**src/rtl/musb_ifetch_unit.sv**
```systemverilog
// Instruction-fetch responder: turns the registered PC into an imem request and registers the returned word for IF/ID.
// Latency: with a zero-wait memory, the word appears on if_instruction one cycle after the request.
// Backpressure: id_stall holds the IF/ID word and suppresses new requests. if_mem_stall freezes the PC while a fetch is pending.
module musb_ifetch_unit #(
  parameter int unsigned BUS_TIMEOUT = 255,
  parameter logic [31:0] NOP_INSTR   = 32'h0000_0000
) (
  input  logic        clk,
  input  logic        rst,
  input  logic [31:0] if_pc,
  input  logic        if_flush,
  input  logic        id_stall,
  output logic        if_mem_stall,
  output logic [31:0] if_instruction,
  output logic        if_valid,
  output logic        if_exc_misaligned,
  output logic        if_exc_bus_error,
  output logic [29:0] imem_address,
  output logic        imem_request,
  input  logic [31:0] imem_data,
  input  logic        imem_ready
);

  localparam logic [1:0] S_REQ     = 2'd0;
  localparam logic [1:0] S_DISCARD = 2'd1;
  localparam logic [1:0] S_ERROR   = 2'd2;

  // The timeout fires on the BUS_TIMEOUT-th consecutive unanswered request cycle.
  localparam logic [15:0] TIMEOUT_LAST = 16'(BUS_TIMEOUT - 1);

  logic [1:0]  state;
  logic [1:0]  state_nxt;
  logic [29:0] addr_q;
  logic [15:0] tmo_cnt;
  logic        pc_aligned;
  logic        fetch_done;
  logic        timeout;

  assign pc_aligned = (if_pc[1:0] == 2'b00);
  assign fetch_done = imem_request && imem_ready;
  assign timeout    = imem_request && !imem_ready && (tmo_cnt == TIMEOUT_LAST);

  // Request port. In DISCARD, the abandoned address is replayed until memory acknowledges it.
  always_comb begin
    imem_request = 1'b0;
    imem_address = addr_q;
    case (state)
      S_REQ: begin
        imem_request = !id_stall && pc_aligned;
        imem_address = if_pc[31:2];
      end
      S_DISCARD: imem_request = 1'b1;
      default: imem_request = 1'b0;
    endcase
    if (rst) imem_request = 1'b0;
  end

  // The PC may only advance on the cycle a word is actually accepted from memory.
  always_comb begin
    if_mem_stall = id_stall || (state != S_REQ) || !fetch_done;
  end

  // Next-state selection. Flush has priority over misalignment and timeout in REQ.
  always_comb begin
    state_nxt = state;
    case (state)
      S_REQ: begin
        if (if_flush)
          state_nxt = (imem_request && !imem_ready) ? S_DISCARD : S_REQ;
        else if (!pc_aligned || timeout)
          state_nxt = S_ERROR;
      end
      S_DISCARD: if (imem_ready || timeout) state_nxt = S_REQ;
      S_ERROR:   if (if_flush) state_nxt = S_REQ;
      default:   state_nxt = S_REQ;
    endcase
  end

  // State register, plus the address latch that lets DISCARD replay the abandoned request.
  always_ff @(posedge clk) begin
    if (rst) begin
      state  <= S_REQ;
      addr_q <= '0;
    end else begin
      state <= state_nxt;
      if (state == S_REQ) addr_q <= if_pc[31:2];
    end
  end

  // Timeout counter. It counts consecutive unanswered request cycles within one state.
  always_ff @(posedge clk) begin
    if (rst || !imem_request || imem_ready || (state_nxt != state))
      tmo_cnt <= '0;
    else
      tmo_cnt <= tmo_cnt + 16'd1;
  end

  // IF/ID word. Priority is flush, then error entry, then capture, then hold or consume.
  always_ff @(posedge clk) begin
    if (rst) begin
      if_instruction <= NOP_INSTR;
      if_valid       <= 1'b0;
    end else if (if_flush) begin
      if_instruction <= NOP_INSTR;
      if_valid       <= 1'b0;
    end else if ((state == S_REQ) && (!pc_aligned || timeout)) begin
      if_valid       <= 1'b0;
    end else if ((state == S_REQ) && fetch_done) begin
      if_instruction <= imem_data;
      if_valid       <= 1'b1;
    end else if (!id_stall) begin
      if_valid       <= 1'b0;
    end
  end

  // Sticky exception flags. They are raised on entry to ERROR and cleared only by a flush out of it.
  always_ff @(posedge clk) begin
    if (rst) begin
      if_exc_misaligned <= 1'b0;
      if_exc_bus_error  <= 1'b0;
    end else if ((state == S_ERROR) && if_flush) begin
      if_exc_misaligned <= 1'b0;
      if_exc_bus_error  <= 1'b0;
    end else if ((state == S_REQ) && !if_flush) begin
      if (!pc_aligned)  if_exc_misaligned <= 1'b1;
      else if (timeout) if_exc_bus_error  <= 1'b1;
    end
  end

endmodule

```
**config.mk**
```make
export PLATFORM = sky130hd
export DESIGN_NAME = musb_ifetch_unit
export DESIGN_NICKNAME = d
export VERILOG_FILES = /design/src/rtl/musb_ifetch_unit.sv
export SDC_FILE = /design/constraint.sdc
export NUM_CORES = 1
export LEC_CHECK = 0
export CORE_AREA = 3 3 97 89
export CTS_CLUSTER_SIZE = 8
export DETAILED_ROUTE_END_ITERATION = 8
export DIE_AREA = 0 0 100 92
export PLACE_DENSITY = 0.79
export SETUP_SLACK_MARGIN = 0.2
export SLEW_MARGIN = 20
export SYNTH_ARGS = -nofsm -noshare
export SYNTH_HDL_FRONTEND = slang
export SYNTH_SLANG_ARGS = --single-unit
```
**constraint.sdc**
```tcl
create_clock -name clk -period 1.9 [get_ports clk]
set_clock_uncertainty 0.1 [all_clocks]
set_input_delay 0.19 -clock clk [delete_from_list [all_inputs] [get_ports clk]]
set_output_delay 0.19 -clock clk [all_outputs]
set_load 0.05 [all_outputs]
```
==> impl_results.rst <==
.. list-table::
   :header-rows: 1

   * - Metric
     - Value
   * - Most common cell after layout, fill and taps aside
     - dfxtp_1
   * - Final Worst Setup Slack
     - -58.93 ps
   * - Via/cell ratio
     - around 5.4
   * - Last weighted congestion value of the routability-driven placer
     - a little over 0.8
   * - Reg2reg start
     - state[0]
   * - Post-synthesis cell area
     - between 0.003 and 0.004 mm2
   * - 1st-pass router iterations
     - 6
   * - Final Routed Wirelength
     - ~13000 um
   * - Post-route DRC
     - 0
   * - Horizontal die dimension
     - 100 um
   * - IO buf count
     - roughly 140
   * - Slew headroom
     - around 64%
   * - Adder-cell share of the synthesized area
     - less than 1%
   * - Share of the clock period used by the worst path
     - 103.1%
   * - Routed wirelength normalized by instance count
     - slightly above 20 um
   * - Most used cells in the layout excluding fill and tap cells
     - dfxtp_1 (79), clkdlybuf4s50_1 (65), nand2_1 (37)
   * - Post-synthesis share of cell area spent on xor and xnor gates
     - under 10%
   * - Area after DPL
     - about 0.0047 mm2
   * - Top FF cell, synth
     - dfxtp_1
   * - Final Hold Violating Endpoints
     - 0
   * - Clock buffer count from CTS
     - 9
   * - Area overhead of the layout relative to synthesis
     - 88.36%
   * - Maximum clock frequency
     - between 0.5 and 0.6 GHz
   * - Overall fraction of global-route tracks in use
     - approximately 21%
   * - Pins Over Slew Limit
     - 0
   * - Clock insertion delay at the later pin of the skew report
     - 360 ps
   * - Number of register bits inferred by synthesis
     - 83
   * - Chip Height
     - 92 um
   * - Starting utilization of the core area
     - between 40% and 50%
   * - Count of cell types in the netlist
     - 31
   * - Clk sinks
     - between 80 and 90
   * - Number of levels the H-tree was split into
     - 3
   * - Final sum of negative setup slack
     - -1064 ps
   * - Beginning of the critical path
     - state[0]
   * - Static Leak
     - roughly 2.6 nW
   * - Final setup violation count
     - 30
   * - Detailed Place HPWL
     - 6022 um
   * - Run status
     - finished, violations left
   * - Post-route worst hold slack
     - about 300 ps
   * - Min-Delay Path Class
     - in2reg
   * - Number of cell rows
     - 30
   * - Area fraction in compound gates after synthesis
     - under 10%
   * - Share of layout cells above drive strength 1
     - between 40% and 50%
   * - Violated checks
     - setup timing
   * - Full die area
     - a little over 0.009 mm2
   * - Sequential fraction of the synthesis area
     - around 51%
   * - Critical path required time
     - 1610 ps
   * - Worst-case setup slack after placement
     - 27.87 ps
   * - Clock slew at the register clock pins of the worst setup and hold paths
     - 90 ps
   * - Simple-Gate Fraction of Synth Area
     - 22.62%
   * - Largest family of logic cells by synthesized area
     - simple AND/OR/NAND/NOR gates
   * - Clk buf depth
     - 2
   * - Share of flip-flops with an asynchronous set or reset after synthesis
     - 0%
   * - Instance count of the mapped netlist
     - about 360
   * - CTS hold repair buffers
     - 0
   * - Routed vias
     - 3360
   * - Core ar.
     - between 0.007 and 0.008 mm2
   * - VDD IR max
     - 483.7 uV
   * - P per Cell Area
     - roughly 640 mW/mm2
   * - Final global-route overflow total
     - 0
   * - Maximum number of pins on one net before global-route repair
     - 32
   * - TritonCTS clock tree
     - yes
   * - RSZ-0062 raised after global routing
     - true
   * - Final design instance area without fill
     - between 0.006 and 0.007 mm2
   * - Top-Level Pins
     - between 100 and 150
   * - Final Net Count
     - 590
   * - Antenna violations before repair
     - 0
   * - Multiplexer fraction of the synthesized cell area
     - 10.30%
   * - Root Driver
     - clkbuf_8
   * - Endpoint type of the worst setup path
     - output pin
   * - PnR Total Power
     - ~4 mW
   * - Worst setup SP type
     - register
   * - Largest driver fanout on the critical path
     - 8
   * - Least-Margin Pin Slew
     - around 540 ps
   * - Antenna violation net count after detailed routing
     - 0
   * - Post-synthesis average cell area
     - 9.212 um2
   * - Start point of the worst min-delay path
     - imem_data[9]
   * - Max-capacitance violation count
     - 0
   * - Worst Path Class, Setup
     - reg2out
   * - Worst EP arrival
     - between 1500 and 2000 ps
   * - Wire length of the first global-routing pass
     - roughly 15000 um
   * - Synth Warn #
     - 0
   * - Final min period
     - 1959 ps
   * - Final antenna diode count
     - 0
   * - Vias in the first global route
     - 3128
   * - Post-synth net total
     - 427
   * - Count of routing violations after the opening detailed-route iteration
     - around 320
   * - Number of enable-type register cells in the synthesized netlist
     - 0
[synth_stat cells (2+ instances only)]
| cell type | n | area share (%) |
|---|---|---|
| clkbuf_1 | 7 | 0.80 |
| nor2_1 | 26 | 3.0 |
| buf_2 | 11 | 1.7 |
| nor2b_1 | 30 | 5.7 |
| buf_6 | 2 | 0.69 |
| ha_1 | 2 | 0.76 |
| nor4_1 | 5 | 0.95 |
| mux2_2 | 30 | 10 |
| nand3_1 | 5 | 0.76 |
| o21ai_0 | 2 | 0.31 |
| a21oi_1 | 35 | 5.3 |
| xnor2_1 | 13 | 3.5 |
| nand4_1 | 6 | 1.1 |
| o21bai_1 | 2 | 0.46 |
| inv_1 | 5 | 0.57 |
| nand2_1 | 70 | 8.0 |
| dfxtp_1 | 83 | 51 |
| nor3_1 | 8 | 1.2 |
| o21a_1 | 2 | 0.46 |
[what timing repair did]
item,4_1_cts,5_1_grt
setup buffers,9,6
gates cloned,4,4
resized for setup,135,161
setup endpoints to repair,86,82
pin swaps,4,66
hold endpoints to repair,0,0
[logic make-up (layout without fill, tap and decap cells)]
kind of cell / count (synthesis) / after routing
AND/OR/NAND/NOR: 156 / 156
flip-flops: 83 / 83
AO/OA/AOI/OAI: 45 / 45
multiplexers: 30 / 30
buffers and inverters: 26 / 194
XOR/XNOR: 14 / 14
adder cells (fa/ha/maj): 2 / 2
[metal layers]
layer	vias up	share of wire, %	GRT usage, %
li1	1509	-	-
met2	198	51	34.11
met5	-	0	0
met3	39	8.7	9.506
met1	1614	38	24.59
met4	0	2.5	4.489
[sequential cells by signal, summed over array words and instances (netlist names)]
register           cells
addr_q                30
if_exc_misaligned      1
if_valid               1
state                  2
if_instruction        32
tmo_cnt               16
if_exc_bus_error       1
[final cells by class]
cell class | instances | area (um2)
multi-input combinational | 247 | 2172
timing repair buffer | 172 | 2001
sequential | 83 | 1674
fill | 374 | 1443
clock buffer | 11 | 131.4
tap | 96 | 120.1
clock inverter | 5 | 53.80
inverter | 6 | 25.02
[final timing paths]
kind / end / slack [ps] / cells past startpoint
setup / recovery: imem_address[29] / -60 / 5
hold / removal: if_instruction[9] / 300 / 3
setup reg to reg: if_instruction[20] / 40 / 9
hold reg to reg: if_instruction[4] / 360 / 2
[stage by stage]
| step | instances | util (%) |
|---|---|---|
| floorplan | 356 | - |
| global placement | 581 | 62.00 |
| detailed placement | 581 | 62.00 |
| CTS | 610 | 70.92 |
| global route | 620 | 81.07 |
| finish | 620 | 81.07 |
[where the power goes]
part	internal [mW]	switching, mW	total [mW]
Clock	0.605	0.642	1.25
Combinational	0.460	0.473	0.932
Sequential	1.78	0.0199	1.80
Total	2.85	1.13	3.98
[critical path, stage by stage, from the launching register on]
cell	delay [ps]
dfxtp_4	370
nor2_4	140
buf_6	160
buf_16	150
mux2_4	330
buf_8	160
Power figures use the tool's default switching activity.
